==> src/rtl/reg_file_pkg.sv <==
// reg_file_pkg
// Shared types and default sizing for the quick-sort storage responder.
//   state_e          : init-sweep FSM states
//   DEF_WORD_SIZE    : default data/address width
//   DEF_DEPTH        : default number of stored words
// Optional feature macro: REG_FILE_INIT_SWEEP_EN (see reg_file_init_ctrl).
package reg_file_pkg;

   typedef enum logic {
      ST_INIT  = 1'b0,
      ST_READY = 1'b1
   } state_e;

   localparam int unsigned DEF_WORD_SIZE = 16;
   localparam int unsigned DEF_DEPTH     = 64;

   // Pointer width able to address every word, never narrower than one bit.
   function automatic int unsigned addr_bits(input int unsigned depth);
      return (depth > 1) ? $clog2(depth) : 1;
   endfunction

endpackage

==> src/rtl/reg_file_if.sv <==
// reg_file_if
// Request/response bundle between the sort controllers and reg_file.
//   reg_addr, reg_in           : request address and write data (master -> slave)
//   reg_READ_EN, reg_WRITE_EN  : read / write request strobes     (master -> slave)
//   err_clr                    : clears the sticky addr_err       (master -> slave)
//   reg_out                    : combinational read data          (slave -> master)
//   mem_ready                  : requests are being serviced      (slave -> master)
//   addr_err                   : sticky out-of-range flag         (slave -> master)
interface reg_file_if #(
   parameter int unsigned WORD_SIZE = 16
);

   logic [WORD_SIZE-1:0] reg_addr;
   logic [WORD_SIZE-1:0] reg_in;
   logic                 reg_READ_EN;
   logic                 reg_WRITE_EN;
   logic                 err_clr;
   logic [WORD_SIZE-1:0] reg_out;
   logic                 mem_ready;
   logic                 addr_err;

   modport master (
      output reg_addr, reg_in, reg_READ_EN, reg_WRITE_EN, err_clr,
      input  reg_out, mem_ready, addr_err
   );

   modport slave (
      input  reg_addr, reg_in, reg_READ_EN, reg_WRITE_EN, err_clr,
      output reg_out, mem_ready, addr_err
   );

endinterface

==> src/rtl/reg_file_init_ctrl.sv <==
// reg_file_init_ctrl
// Post-reset clear sweep: writes zero to every word, then reports ready.
//   clk, rst_n  : clock, asynchronous active-low reset
//   init_we     : clear-write strobe for the array
//   init_addr   : word being cleared
//   mem_ready   : high once requests may be serviced
// With REG_FILE_INIT_SWEEP_EN undefined the sweep and pointer are absent and
// the FSM comes out of reset already in ST_READY.
//
//   state    | meaning
//   ---------+----------------------------------------------
//   ST_INIT  | clearing mem[ptr] each cycle, requests ignored
//   ST_READY | sweep done, requests serviced
module reg_file_init_ctrl
   import reg_file_pkg::*;
#(
   parameter int unsigned DEPTH = DEF_DEPTH,
   localparam int unsigned AW   = addr_bits(DEPTH)
) (
   input  logic          clk,
   input  logic          rst_n,
   output logic          init_we,
   output logic [AW-1:0] init_addr,
   output logic          mem_ready
);

   state_e state_q, state_d;

`ifdef REG_FILE_INIT_SWEEP_EN

   logic [AW-1:0] ptr_q, ptr_d;

   always_ff @(posedge clk or negedge rst_n) begin
      if (!rst_n) begin
         state_q <= ST_INIT;
         ptr_q   <= '0;
      end else begin
         state_q <= state_d;
         ptr_q   <= ptr_d;
      end
   end

   always_comb begin
      state_d   = state_q;
      ptr_d     = ptr_q;
      init_we   = 1'b0;
      init_addr = ptr_q;
      case (state_q)
         ST_INIT: begin
            init_we = 1'b1;
            if (ptr_q == AW'(DEPTH - 1)) begin
               state_d = ST_READY;
               ptr_d   = '0;
            end else begin
               ptr_d = ptr_q + 1'b1;
            end
         end
         ST_READY: begin
            state_d = ST_READY;
         end
         default: begin
            state_d = ST_INIT;
            ptr_d   = '0;
         end
      endcase
   end

`else

   // No sweep: the state register only ever holds ST_READY.
   always_ff @(posedge clk or negedge rst_n) begin
      if (!rst_n) begin
         state_q <= ST_READY;
      end else begin
         state_q <= state_d;
      end
   end

   always_comb begin
      state_d   = ST_READY;
      init_we   = 1'b0;
      init_addr = '0;
   end

`endif

   assign mem_ready = (state_q == ST_READY);

endmodule

==> src/rtl/reg_file.sv <==
// reg_file
// Word-addressable storage for the quick-sort datapath. Services one
// read/write request per cycle once the init controller reports ready,
// with zero-latency reads and a sticky out-of-range flag.
//   clk, rst_n : clock, asynchronous active-low reset
//   bus        : reg_file_if slave (address, data, enables, err_clr,
//                reg_out, mem_ready, addr_err)
// Optional feature macro: REG_FILE_INIT_SWEEP_EN enables the post-reset
// clear sweep; without it memory contents after reset are undefined.
module reg_file
   import reg_file_pkg::*;
#(
   parameter int unsigned WORD_SIZE = DEF_WORD_SIZE,
   parameter int unsigned DEPTH     = DEF_DEPTH,
   localparam int unsigned AW       = addr_bits(DEPTH)
) (
   input  logic       clk,
   input  logic       rst_n,
   reg_file_if.slave  bus
);

   logic [WORD_SIZE-1:0] mem_q [DEPTH];

   logic                 init_we;
   logic [AW-1:0]        init_addr;
   logic                 mem_ready;

   logic                 addr_in_range;
   logic [AW-1:0]        req_idx;
   logic                 svc_ok;
   logic                 req_any;

   logic                 wr_en;
   logic [AW-1:0]        wr_addr;
   logic [WORD_SIZE-1:0] wr_data;

   logic                 addr_err_q, addr_err_d;

   reg_file_init_ctrl #(
      .DEPTH (DEPTH)
   ) u_init_ctrl (
      .clk       (clk),
      .rst_n     (rst_n),
      .init_we   (init_we),
      .init_addr (init_addr),
      .mem_ready (mem_ready)
   );

   // Full-width compare so aliased upper address bits are still rejected.
   assign addr_in_range = (bus.reg_addr < WORD_SIZE'(DEPTH));
   assign req_idx       = bus.reg_addr[AW-1:0];
   // Gating with rst_n keeps a request from landing on the release edge even
   // when the block is ready straight out of reset.
   assign svc_ok        = mem_ready & rst_n;
   assign req_any       = bus.reg_READ_EN | bus.reg_WRITE_EN;

   // Single write port shared by the clear sweep and requests.
   always_comb begin
      wr_en   = 1'b0;
      wr_addr = init_addr;
      wr_data = '0;
      if (init_we) begin
         wr_en = 1'b1;
      end else if (svc_ok && bus.reg_WRITE_EN && addr_in_range) begin
         wr_en   = 1'b1;
         wr_addr = req_idx;
         wr_data = bus.reg_in;
      end
   end

   always_ff @(posedge clk) begin
      if (wr_en) begin
         mem_q[wr_addr] <= wr_data;
      end
   end

   always_comb begin
      bus.reg_out = '0;
      if (svc_ok && bus.reg_READ_EN && addr_in_range) begin
         bus.reg_out = mem_q[req_idx];
      end
   end

   // Set has priority over clear when both land on the same edge.
   always_comb begin
      addr_err_d = addr_err_q;
      if (svc_ok && req_any && !addr_in_range) begin
         addr_err_d = 1'b1;
      end else if (bus.err_clr) begin
         addr_err_d = 1'b0;
      end
   end

   always_ff @(posedge clk or negedge rst_n) begin
      if (!rst_n) begin
         addr_err_q <= 1'b0;
      end else begin
         addr_err_q <= addr_err_d;
      end
   end

   assign bus.mem_ready = mem_ready;
   assign bus.addr_err  = addr_err_q;

endmodule

==> src/flat_wrapper.sv <==
// flat-port wrapper written by rule: the top's interface ports become plain ports
module reg_file_flat import reg_file_pkg::*;
#(
   parameter int unsigned WORD_SIZE = DEF_WORD_SIZE,
   parameter int unsigned DEPTH     = DEF_DEPTH,
   localparam int unsigned AW       = addr_bits(DEPTH)
)
  (clk, rst_n, bus_reg_addr, bus_reg_in, bus_reg_READ_EN, bus_reg_WRITE_EN, bus_err_clr, bus_reg_out, bus_mem_ready, bus_addr_err);
  reg_file_if #(.WORD_SIZE(WORD_SIZE)) bus_i ();
  input  logic clk;
  input  logic rst_n;
  input wire logic [$bits(bus_i.reg_addr)-1:0] bus_reg_addr;
  input wire logic [$bits(bus_i.reg_in)-1:0] bus_reg_in;
  input wire logic [$bits(bus_i.reg_READ_EN)-1:0] bus_reg_READ_EN;
  input wire logic [$bits(bus_i.reg_WRITE_EN)-1:0] bus_reg_WRITE_EN;
  input wire logic [$bits(bus_i.err_clr)-1:0] bus_err_clr;
  output wire logic [$bits(bus_i.reg_out)-1:0] bus_reg_out;
  output wire logic [$bits(bus_i.mem_ready)-1:0] bus_mem_ready;
  output wire logic [$bits(bus_i.addr_err)-1:0] bus_addr_err;
  assign bus_i.reg_addr = bus_reg_addr;
  assign bus_i.reg_in = bus_reg_in;
  assign bus_i.reg_READ_EN = bus_reg_READ_EN;
  assign bus_i.reg_WRITE_EN = bus_reg_WRITE_EN;
  assign bus_i.err_clr = bus_err_clr;
  assign bus_reg_out = bus_i.reg_out;
  assign bus_mem_ready = bus_i.mem_ready;
  assign bus_addr_err = bus_i.addr_err;
  reg_file #(.WORD_SIZE(WORD_SIZE), .DEPTH(DEPTH)) u_core (.clk(clk), .rst_n(rst_n), .bus(bus_i));
endmodule
==> config.mk <==
export PLATFORM = sky130hd
export DESIGN_NAME = reg_file_flat
export DESIGN_NICKNAME = d
export VERILOG_FILES = /design/src/rtl/reg_file_pkg.sv /design/src/rtl/reg_file_if.sv /design/src/rtl/reg_file_init_ctrl.sv /design/src/rtl/reg_file.sv /design/src/flat_wrapper.sv
export SDC_FILE = /design/constraint.sdc
export NUM_CORES = 1
export LEC_CHECK = 0
export CORE_ASPECT_RATIO = 1.2
export CORE_UTILIZATION = 56
export CTS_BUF_LIST = sky130_fd_sc_hd__clkbuf_16
export DETAILED_ROUTE_END_ITERATION = 10
export HOLD_SLACK_MARGIN = 0.12
export PLACE_DENSITY_LB_ADDON = 0.12
export SLEW_MARGIN = 20
export SYNTH_ARGS = -nofsm -noshare
export SYNTH_HDL_FRONTEND = slang
export SYNTH_SLANG_ARGS = --single-unit
==> constraint.sdc <==
create_clock -name clk -period 1.9 [get_ports clk]
set_clock_uncertainty 0.15 [all_clocks]
set_input_delay 0.19 -clock clk [delete_from_list [all_inputs] [get_ports clk]]
set_output_delay 0.19 -clock clk [all_outputs]
set_load 0.02 [all_outputs]
Word-level counts from Yosys, hierarchy flattened
Memories as Yosys holds them, arrays and structs flattened.
Index checks and enable logic that the tools add are counted.
- register bits after elaboration: 1
- memory bits (writable): 1024
- input bits: 37
- memories kept: 1
- memory list (name ; depth ; bits a word ; read ports ; clocked after Yosys merged registers in ; write ports ; line ; source):
    u_core.mem_q ; 64 ; 16 ; 1 ; 0 ; 1 ; reg_file.sv:22 ; logic [WORD_SIZE-1:0] mem_q [DEPTH];
- $lt $le $gt $ge: 1
- muxes and demuxes: 8
- bitwise operators: 1
- reduce and logical (&&, ||, !) cells: 8
- operators by type and width (kind ; number):
    $mux W16 ; 2
    $lt A16 B7 Y1 const B ; 1
    $logic_and A1 B1 Y1 ; 6
    $mux W6 ; 1
    $mux W1 ; 5
    $reduce_bool A2 Y1 ; 1
    $logic_not A1 Y1 ; 1
    $or A1 B1 Y1 ; 1

Depth between registers and ports, before layout
Gate-level depths: netlist (run 1).
- depth in word-level cells: 5
- gate-level depth with buffers: 9
- mapped depth without buffers: 5

By module
From an unflattened synthesis (run 1), not the netlist that was laid out.
- cell total of the unflattened synthesis: 1925
- area total of the unflattened synthesis: 40064.7 um2
- modules (own cells, without submodules) (module ; instances ; cells an instance ; area an instance (um2) ; sequential area each (um2)):
    reg_file ; 1 ; 1915 ; 39997.1 ; 30774.5
    reg_file_init_ctrl ; 1 ; 10 ; 67.6 ; 0.0

Least setup slack after synthesis (run 1)
Ideal clock, no wire load.
- path kind: input to register
- start point: input bus_reg_addr[2]
- end point: memory u_core.mem_q[12][0] (enable)
- setup time: 0.409 ns
- arrival: 2.368 ns
- data required time: 1.341 ns
- setup slack: -1.028 ns
- cell stages on the path: 6
- path buffers: 4
- cell sequence: buf_2 -> buf_4 -> buf_2 -> clkbuf_1 -> nand3b_1 -> nor3_1
- longest elaborated chain between the ends: 5
- elaborated cells on any way between the ends: 6
- ends and longest elaborated chain (what ; line ; source):
    start, declared ; flat_wrapper.sv:12 ; input wire logic [$bits(bus_i.reg_addr)-1:0] bus_reg_addr;
    $lt A16 B7 Y1 ; reg_file.sv:50 ; assign addr_in_range = (bus.reg_addr < WORD_SIZE'(DEPTH));
    $logic_and A1 B1 Y1 ; reg_file.sv:64 ; end else if (svc_ok && bus.reg_WRITE_EN && addr_in_range) begin
    $mux W1 ; reg_file.sv:64 ;
    $mux W1 ; reg_file.sv:72 ; if (wr_en) begin
    $mux W1 (not written as such) ; reg_file.sv:73 ; mem_q[wr_addr] <= wr_data;
    end, declared ; reg_file.sv:22 ;
Parallel ways exist; a longest one is shown, timed or not.

Worst setup path after layout (run 1)
- start point: memory u_core.mem_q[35][9]
- end point: output bus_reg_out[9]
- longest elaborated chain between the ends: 2
- ends and longest elaborated chain (what ; line ; source):
    $mem_v2 Z64 W16 ; n/a ;
    $mux W16 ; reg_file.sv:79 ; if (svc_ok && bus.reg_READ_EN && addr_in_range) begin
    end, declared ; flat_wrapper.sv:17 ; output wire logic [$bits(bus_i.reg_out)-1:0] bus_reg_out;
No other way between the ends.

==> reports/metrics.cfg, run 1 <==
[worst_hold_path]
min-delay-start=bus_reg_in[11]
whs_path_depth=2
min_to=u_core.mem_q[2][11]
min_path_type=primary input to flop

[timing]
worst_pin_slew_ns=0.5246
post-route-period-util_pct=155.5
setup_viol_count_final=137
max_slew_margin_pct=64.02
drv_slew=0
tns_ns=-17.10
fin_crit_ns=2.955
rsz0062_at_grt=true
hold_viol=0
fin_ws_ns=-1.055
fmax_ghz=0.3384

[floorplanning]
start_util_pct=56.70
die_h_um=293.4
core_um2=69890
pin_count=55
die_width_um=244.9
rows=106
die_area_um2=71840

[clocking]
h-tree-depth=3
cts_max_path_buffers=3
cts-root-buf=clkbuf_16
cts_made_buffers=97
cts_tree=yes
numClockSinks=1025
clk_latency_ns=0.66
path_clk_slew_ns=0.06

[critical_path]
crit_type=flop to output port
r2r_start=u_core.bus.addr_err
slowest_stage=mux4_2
critPathLaunchType=flop
worst-path-buf-inv=1
worst-path-stages=5
worstPathMaxFanout=1
r2r_cells=3
path_cells=mux4_2 > mux2_2 > o211ai_1 > a41oi_2 > buf_4
r2r_slack_ns=0.53
cp-end-kind=output port
cp.required_ns=1.56
cp_slowest_stage_delay_ns=0.47
cp_top_family=multiplexers
critPathArrivalTime_ns=2.62
r2r-end=u_core.bus.addr_err

[power]
cellPowerDensity_nw_per_um2=902.5
power_frac_seq_pct=54.6
power.internal_mw=35.96
vdd_ir_drop_max_v=0.0008122
power.share.switching_pct=19.88
leakagePower_nw=13.42
total_power_mw=44.89
pwr-share-comb_pct=3.1
p_switching_mw=8.924
clkPwrFrac_pct=42.4

[global_route]
grt_max_degree=49
grt.total_usage_pct=28.43
grt_pass1_wl_um=143400
overflow=0
grt_pass1_vias=20510
antenna_found_initial=0

[placed_design]
placed_cell_area_um2=45460
hpwl_um=62910
portBuffers=53
dpl_worst_slack_ns=-1.496
place_congestion=0.9074
dpl.cell_count=2945

[detailed_routing]
via_per_inst=6.399
drtIter0Drc=2340
ant_nets=1
drc_errors=0
drt_pass1_iterations=5
vias=20270
wl_um=100300
wl_per_cell_um=31.66

[yosys]
ys_top_cells_by_area=edfxtp_1, mux4_2, mux2i_1
dominantRegCellSynth=edfxtp_1
syn_area_um2=39630
synth_simple_gate_area_share_pct=2.472
synth-xor-area-share_pct=0
synth_edf_count=1024
synth_most_common_cell=edfxtp_1
ys_ff_latch=1025
synthMuxAreaShare_pct=16.51
synth-compound-area-share_pct=1.724
synthAdderAreaFrac_pct=0
synth_nets=1786
synth_cells=1749
yosys.area.top_type=edfxtp_1
synth_top_family_by_area=multiplexers
yosys_warnings=0
yosysSeqAreaShare_pct=77.65
async_flop_share_pct=0.09756
ys_types=45
synth_top_cell_area_share_pct=77.59
yosys-top-cells-count=edfxtp_1, mux4_2, nor2_1
syn_avg_cell_area_um2=22.66

[flow_run]
drv_cap=0

[outcome]
outcome=finished with violations
violations=antenna violations, negative setup slack

[layout]
drive_gt1_share_pct=42.81
final_net_count=2206
syn2layout_area_growth_pct=25.49
layout.cells.non_filler=3168
stdcell_area_um2=49730

==> flip-flops by register name (all words and copies together), names as in the netlist <==
name and flops:
u_core.bus.addr_err 1, u_core.mem_q 1024
==> area by class of cell <==
cell class	instances	area, um2
well taps	918	1149
flip-flops and latches	1025	30770
clock inverters	78	719.4
clock buffers	97	2427
fillers	4013	20160
multi-input cells	621	9170
repair buffers	421	5470
inverters	3	11.26
diodes	5	12.51
==> logic make-up after synthesis <==
| family | count (synthesis) |
|---|---|
| AO/OA/AOI/OAI | 89 |
| buffers and inverters | 103 |
| flip-flops | 1025 |
| multiplexers | 317 |
| other | 1 |
| AND/OR/NAND/NOR | 214 |
==> per-layer routing <==
metal	vias up	wire length, um	GRT usage (%)
met5	-	0	0
met4	0	3648	10.11
met3	179	8012	5.079
met2	1016	48900	45.01
met1	10800	39730	40.29
li1	8277	-	-
==> how the worst max path moves through the flow <==
stage,end,startpoint,slack (ns)
CTS,bus_reg_out[14],u_core.mem_q[0][14],-1.08
global route,bus_reg_out[14],u_core.mem_q[0][14],-1.09
finish,bus_reg_out[9],u_core.mem_q[35][9],-1.06
detailed placement,bus_reg_out[10],bus_reg_addr[3],-1.50
global placement,bus_reg_out[10],bus_reg_addr[3],-1.46
floorplan,u_core.mem_q[12][0],bus_reg_addr[0],-0.50
==> cells in the final DEF, fill, tap and decap left out, drive strengths merged, types with 4 or more instances in the layout <==
master / count
edfxtp: 1024
buf: 387
mux4: 267
clkbuf: 103
nor2: 72
nand2: 66
clkinv: 43
mux2i: 29
inv: 24
a22oi: 23
mux2: 21
clkdlybuf4s50: 19
and2: 19
nand4: 16
a41oi: 15
nand3: 14
o21ai: 13
o22a: 11
bufinv: 11
a221oi: 11
nor2b: 6
diode: 5
o211ai: 5
a31oi: 4
nor3: 4
dlygate4sd3: 4
==> metrics by stage <==
stage | hold slack (ns) | util, %
2_1_floorplan | -0.2556 | -
4_1_cts | 0.1763 | 70.68
3_3_place_gp | 0.3346 | 65.04
6_report | 0.1992 | 71.16
5_1_grt | 0.2118 | 71.14
3_5_place_dp | 0.3507 | 65.04
==> power groups by stage <==
stage	clock network, mW	logic, mW	registers (mW)
after floorplan	0	0.782	25.0
after global placement	0	1.32	25.0
after detailed placement	0	1.33	25.0
after CTS	19.3	1.38	24.5
after global routing	20.1	1.46	24.5
final	19.0	1.39	24.5
==> timing repair <==
action / CTS / global route
cloned: 8 / 6
gates resized for setup: 209 / 52
setup endpoints to repair: 2062 / 877
hold endpoints to repair: 2 / 0
buffers inserted: 25 / 12
pin swaps: 43 / 28
hold buffers: 4 / 0
==> worst reg2reg max path: stages (launching register included) <==
cell and delay, ns:
dfrtp_1 0.39, inv_1 0.06, o22ai_1 0.07, dlygate4sd3_1 0.58
Note: power is estimated with default switching activity, not from simulation.
==> run 2: changes to the inputs <==
--- a/config.mk
+++ b/config.mk
@@ -5,8 +5,10 @@
 export SDC_FILE = /design/constraint.sdc
 export NUM_CORES = 1
 export LEC_CHECK = 0
+export CELL_PAD_IN_SITES_DETAIL_PLACEMENT = 0
+export CELL_PAD_IN_SITES_GLOBAL_PLACEMENT = 2
 export CORE_ASPECT_RATIO = 1.2
-export CORE_UTILIZATION = 56
+export CORE_UTILIZATION = 46
 export CTS_BUF_LIST = sky130_fd_sc_hd__clkbuf_16
 export DETAILED_ROUTE_END_ITERATION = 10
 export HOLD_SLACK_MARGIN = 0.12
==> run 2 against run 1 <==
The flow finishes with violations (negative setup slack). Final cell count is 4.8% higher. Utilization is 13 points lower. Setup slack worse by 0.033 ns. Via count is 3.8% lower. Highest routed layer unchanged. Largest cell class unchanged. Clock power hardly changed. Routed wire length is 1.0% higher.
==> reports/metrics.cfg, run 2 (synthesis gave the netlist of run 1 again) <==
[outcome]
outcome=finished with violations
violations=negative setup slack

[clocking]
cts_tree=yes
cts-root-buf=clkbuf_16
path_clk_slew_ns=0.06  ; about the same
h-tree-depth=3  ; unchanged
clk_latency_ns=0.66  ; about the same
numClockSinks=1025  ; unchanged
cts_made_buffers=100  ; +3.1%
cts_max_path_buffers=3  ; unchanged

[placed_design]
hpwl_um=64660  ; +2.8%
dpl.cell_count=3115  ; +5.8%
place_congestion=0.8344  ; -8.0%
portBuffers=53  ; unchanged

[power]
power.share.switching_pct=20.01  ; +0.13 points
p_switching_mw=9.056  ; +1.5%
pwr-share-comb_pct=3.2  ; about the same
cellPowerDensity_nw_per_um2=913.4  ; +1.2%
power.internal_mw=36.20  ; +0.67%
vdd_ir_drop_max_v=0.0007581  ; -6.7%
clkPwrFrac_pct=42.7  ; +0.3 points
total_power_mw=45.26  ; +0.83%
power_frac_seq_pct=54.1  ; -0.5 points
leakagePower_nw=13.09  ; -2.4%

[floorplanning]
die_area_um2=87340  ; +22%
core_um2=85050  ; +22%
die_width_um=270.0  ; +10%
die_h_um=323.5  ; +10%
start_util_pct=46.60  ; -10 points
pin_count=55  ; unchanged
rows=117  ; +10%

[layout]
num_antenna_cells=0  ; -5
largest_reg_flops=1024  ; unchanged
regMostFlops=u_core.mem_q
final_common_cell=edfxtp_1
mostFrequentLayoutCells=edfxtp_1, mux4_2, buf_4
layout.cells.non_filler=3321  ; +4.8%
drive_gt1_share_pct=42.90  ; +0.097 points
syn2layout_area_growth_pct=25.03
fin_util_pct=58.26  ; -13 points
final_net_count=2149  ; -2.6%

[timing]
post-route-period-util_pct=157.3  ; +1.7 points
worst_pin_slew_ns=0.5205  ; -0.004095 ns
setup_viol_count_final=248  ; +81%
max_slew_margin_pct=65.22  ; +1.2 points
whs_ns=0.1860  ; -0.01317 ns
rsz0062_at_grt=true
fin_ws_ns=-1.088  ; -0.03293 ns
drv_slew=0  ; unchanged
tns_ns=-39.54  ; -22.44 ns
hold_viol=0  ; unchanged
fmax_ghz=0.3347  ; -1.1%
fin_crit_ns=2.988  ; +0.03293 ns

[critical_path]
r2r_slack_ns=0.37  ; -0.16 ns
path_cells=mux4_2 > mux2_2 > o211ai_1 > a2111oi_2 > o21a_4 > buf_6
cp-end-kind=output port
r2r-end=u_core.bus.addr_err
critPathLaunchType=flop
critPathArrivalTime_ns=2.65  ; +0.03 ns
r2r_start=u_core.bus.addr_err
slowest_stage=mux4_2
cp.required_ns=1.56  ; about the same
cp_slowest_stage_delay_ns=0.52  ; +0.05 ns
r2r_cells=3  ; unchanged
worstPathMaxFanout=1  ; unchanged
crit_type=flop to output port

[detailed_routing]
drt_pass1_iterations=5  ; unchanged
wl_um=101300  ; +1.0%
vias=19490  ; -3.8%
drc_errors=0  ; unchanged
wl_per_cell_um=30.52  ; -3.6%
ant_nets=0  ; -1
drtIter0Drc=1779  ; -24%
via_per_inst=5.870  ; -8.3%

[worst_hold_path]
min_to=u_core.mem_q[22][10]
min_path_type=primary input to flop
whs_path_depth=2  ; unchanged
min-delay-start=bus_reg_in[10]

[global_route]
grt_pass1_vias=20110  ; -1.9%
grt_pass1_wl_um=145500  ; +1.5%
overflow=0  ; unchanged
grt_max_degree=41  ; -16%
grt.total_usage_pct=23.58  ; -4.8 points
antenna_found_initial=1  ; +1

[flow_run]
drv_cap=0  ; unchanged

run 2: cell type report:
cell class / count / area (um2)
clock inverter: 81 / 683.2
tap: 1130 / 1414
fill: 6176 / 35500
timing repair buffer: 361 / 4773
clock buffer: 100 / 2502
multi-input combinational: 621 / 9393
inverter: 3 / 11.26
sequential: 1025 / 30770
run 2: through the flow:
step	instance area, um2	setup WS (ns)
4_1_cts	49170	-1.131
3_3_place_gp	45370	-1.419
3_5_place_dp	45370	-1.437
2_1_floorplan	40420	-0.4962
6_report	49550	-1.088
5_1_grt	49550	-1.125
run 2: critical path: cells and delay by family, from the launching register on:
kind | cells | cell delay (ns)
AOI/OAI and AO/OA | 3 | 0.71
muxes | 2 | 0.80
DFF | 1 | 0.35
buffers and inverters | 1 | 0.13
run 2: routing by layer:
metal	wire length (um)	global-route usage (%)
met4	1659	5.202
met3	4947	3.413
met2	50620	38.95
met5	0	0
met1	44120	33.61
run 2: what timing repair did:
item                                   4_1_cts  5_1_grt
setup endpoints to repair                 1940      828
setup buffers                               14       15
hold buffers                                 4        0
gates cloned                                 2        6
pin swaps                                   46       33
gates resized for setup                    200       46
endpoints found under the hold margin        2        0
run 2: power groups by stage:
stage	combinational, mW	sequential, mW	clock, mW
floorplan	0.782	25.0	0
global placement	1.36	25.0	0
detailed placement	1.37	25.0	0
CTS	1.44	24.5	19.7
global route	1.53	24.5	20.5
finish	1.45	24.5	19.3
run 2: worst max-delay path by stage:
stage,from,to
after floorplan,bus_reg_addr[0],u_core.mem_q[12][0]
after global placement,bus_reg_addr[3],bus_reg_out[13]
after detailed placement,bus_reg_addr[3],bus_reg_out[13]
after CTS,u_core.mem_q[6][14],bus_reg_out[14]
after global routing,u_core.mem_q[4][14],bus_reg_out[14]
final,u_core.mem_q[6][14],bus_reg_out[14]
==> run 3: changes to the inputs <==
--- a/config.mk
+++ b/config.mk
@@ -7,12 +7,13 @@
 export LEC_CHECK = 0
 export CELL_PAD_IN_SITES_DETAIL_PLACEMENT = 0
 export CELL_PAD_IN_SITES_GLOBAL_PLACEMENT = 2
-export CORE_ASPECT_RATIO = 1.2
-export CORE_UTILIZATION = 46
+export CORE_ASPECT_RATIO = 0.5
+export CORE_UTILIZATION = 51
 export CTS_BUF_LIST = sky130_fd_sc_hd__clkbuf_16
 export DETAILED_ROUTE_END_ITERATION = 10
 export HOLD_SLACK_MARGIN = 0.12
 export PLACE_DENSITY_LB_ADDON = 0.12
+export REMOVE_ABC_BUFFERS = 1
 export SLEW_MARGIN = 20
 export SYNTH_ARGS = -nofsm -noshare
 export SYNTH_HDL_FRONTEND = slang
==> constraint.sdc (replaced) <==
create_clock -name clk -period 2.8 [get_ports clk]
set_clock_uncertainty 0.15 [all_clocks]
set_input_delay 0.28 -clock clk [delete_from_list [all_inputs] [get_ports clk]]
set_output_delay 0.28 -clock clk [all_outputs]
set_load 0.02 [all_outputs]
==> run 3 against run 2 <==
The run still ends with negative setup slack left. Clock power decreased by 40%. Clock-buffer cell count decreased by 13. Setup slack improved by 0.84 ns. Final cell count decreased by 4.4%. Sequential power decreased by 32%. Flip-flop and latch count unchanged. Cell area decreased by 4.5%. Utilization increased by 3.9 points. Sequential share of layout area increased by 3.0 points. Global-route usage increased by 2.7 points. Largest cell class unchanged. Largest power group unchanged. Highest routed layer unchanged.
==> reports/metrics.cfg, run 3 (synthesis gave the netlist of run 1 again) <==
[critical_path]
critPathLaunchType=primary input
cp-end-kind=output port
cp.required_ns=2.37  ; +0.81 ns
cp-endpoint=bus_reg_out[6]
r2r_start=u_core.bus.addr_err
r2r_slack_ns=1.29  ; +0.92 ns
critPathArrivalTime_ns=2.62  ; -0.03 ns
cp-startpoint=bus_reg_addr[3]
r2r-end=u_core.bus.addr_err
worstPathMaxFanout=19  ; +18
crit_type=primary input to output port
r2r_cells=3  ; unchanged

[power]
p_switching_mw=6.030  ; -33%
power.internal_mw=23.14  ; -36%
clkPwrFrac_pct=39.9  ; -2.8 points
power_frac_seq_pct=56.9  ; +2.8 points
pwr-share-comb_pct=3.2  ; about the same
cellPowerDensity_nw_per_um2=616.7  ; -32%
power.share.switching_pct=20.67  ; +0.67 points
vdd_ir_drop_max_v=0.0005492  ; -28%
leakagePower_nw=12.46  ; -4.8%

[floorplanning]
die_h_um=199.1  ; -38%
die_width_um=396.2  ; +47%
die_area_um2=78900  ; -9.7%
rows=71  ; -39%
core_um2=76040  ; -11%
start_util_pct=52.12  ; +5.5 points
pin_count=55  ; unchanged

[detailed_routing]
drtIter0Drc=2026  ; +14%
drc_errors=0  ; unchanged
wl_per_cell_um=31.94  ; +4.6%
vias=19530  ; +0.16%
ant_nets=0  ; unchanged
wl_um=101400  ; about the same
drt_pass1_iterations=6  ; +1
via_per_inst=6.152  ; +4.8%

[clocking]
cts_made_buffers=86  ; -14%
h-tree-depth=3  ; unchanged
cts-root-buf=clkbuf_16
numClockSinks=1025  ; unchanged
path_clk_slew_ns=0.06  ; about the same
clk_latency_ns=0.67  ; about the same
cts_max_path_buffers=3  ; unchanged
cts_tree=yes

[layout]
syn2layout_area_growth_pct=19.35
stdcell_area_um2=47300  ; -4.5%
fillers=5231  ; -15%
final_net_count=2113  ; -1.7%
drive_gt1_share_pct=35.76  ; -7.1 points
mostFrequentLayoutCells=edfxtp_1, mux4_2, buf_4
regMostFlops=u_core.mem_q
final_common_cell=edfxtp_1
largest_reg_flops=1024  ; unchanged

[placed_design]
hpwl_um=66440  ; +2.8%
place_congestion=0.8500  ; +1.9%
placed_cell_area_um2=44270  ; -2.4%
portBuffers=53  ; unchanged
dpl_worst_slack_ns=-0.8004  ; +0.6368 ns

[timing]
setup_viol_count_final=16  ; -94%
post-route-period-util_pct=108.9
fin_crit_ns=3.049
fmax_ghz=0.3280
hold_viol=0  ; unchanged
whs_ns=0.2809  ; +0.09494 ns
tns_ns=-2.766  ; +36.77 ns
rsz0062_at_grt=true
fin_ws_ns=-0.2487  ; +0.8392 ns
drv_slew=0  ; unchanged

[global_route]
grt.total_usage_pct=26.32  ; +2.7 points
antenna_found_initial=4  ; +3
overflow=0  ; unchanged
grt_pass1_wl_um=143400  ; -1.5%
grt_max_degree=65  ; +59%
grt_pass1_vias=19920  ; -0.95%

[outcome]
violations=negative setup slack
outcome=finished with violations

[worst_hold_path]
min_path_type=primary input to async pin

[flow_run]
drv_cap=0  ; unchanged

==> run 3: cell types whose count changed in the layout (fill, tap and decap cells not counted), sizes merged, moves of 2 or more <==
cell / delta
dlygate4sd2: -4
inv: +3
diode: +7
bufinv: -7
clkdlybuf4s50: +13
buf: -20
clkinv: -7
clkdlybuf4s15: -2
clkbuf: -20
==> run 3: layout make-up <==
| type | instances | area (um2) | share of cell area [%] |
|---|---|---|---|
| Antenna cell | 7 | 17.52 | 0.03703 |
| Tap cell | 1022 | 1279 | 2.703 |
| Inverter | 3 | 11.26 | 0.02381 |
| Clock buffer | 87 | 2177 | 4.603 |
| Multi-Input combinational cell | 621 | 8558 | 18.09 |
| Timing Repair Buffer | 339 | 3955 | 8.362 |
| Clock inverter | 70 | 528.0 | 1.116 |
| Sequential cell | 1025 | 30770 | 65.06 |
==> run 3: metal layers <==
metal | vias up | global-route usage (%) | share of wire (%)
li1 | 8079 | - | -
met1 | 10500 | 37.53 | 42
met2 | 816 | 38.77 | 45
met3 | 127 | 9.328 | 11
met4 | 0 | 7.264 | 2.0
met5 | - | 0 | 0
==> run 3: timing repair <==
action	4_1_cts	5_1_grt
setup buffers	0	0
setup endpoints to repair	16	16
pin swaps	15	4
gates resized for setup	151	9
hold endpoints to repair	2	0
hold buffers	3	0
==> run 3: per-stage QoR <==
step	utilization (%)	total power, mW	instances
6_report	62.20	29.17	3174
5_1_grt	62.18	29.93	3167
4_1_cts	62.12	29.37	3167
3_5_place_dp	58.21	17.84	3007
3_3_place_gp	58.21	17.83	3007
2_1_floorplan	-	17.20	1649
==> run 3: power groups by stage <==
stage | Clock (mW) | Sequential, mW | Combinational [mW]
2_1_floorplan | 0 | 16.9 | 0.254
3_3_place_gp | 0 | 16.9 | 0.884
4_1_cts | 11.8 | 16.6 | 0.925
5_1_grt | 12.4 | 16.6 | 0.978
6_report | 11.6 | 16.6 | 0.925
3_5_place_dp | 0 | 16.9 | 0.893
==> run 3: worst min path at each step <==
stage,start,endpoint,slack (ns),cells past startpoint
after floorplan,rst_n,u_core.bus.addr_err,-0.17,0
after global placement,rst_n,u_core.bus.addr_err,0.41,2
after detailed placement,rst_n,u_core.bus.addr_err,0.43,2
after CTS,rst_n,u_core.bus.addr_err,0.24,3
after global routing,rst_n,u_core.bus.addr_err,0.27,3
final,rst_n,u_core.bus.addr_err,0.28,3
==> run 3: worst max-delay path: stages <==
cell	delay, ns
clkdlybuf4s50_1	0.45
inv_1	0.13
buf_6	0.31
mux2i_1	0.18
buf_4	0.16
o21ai_1	0.34
nand4_1	0.31
a41oi_2	0.26
buf_4	0.17
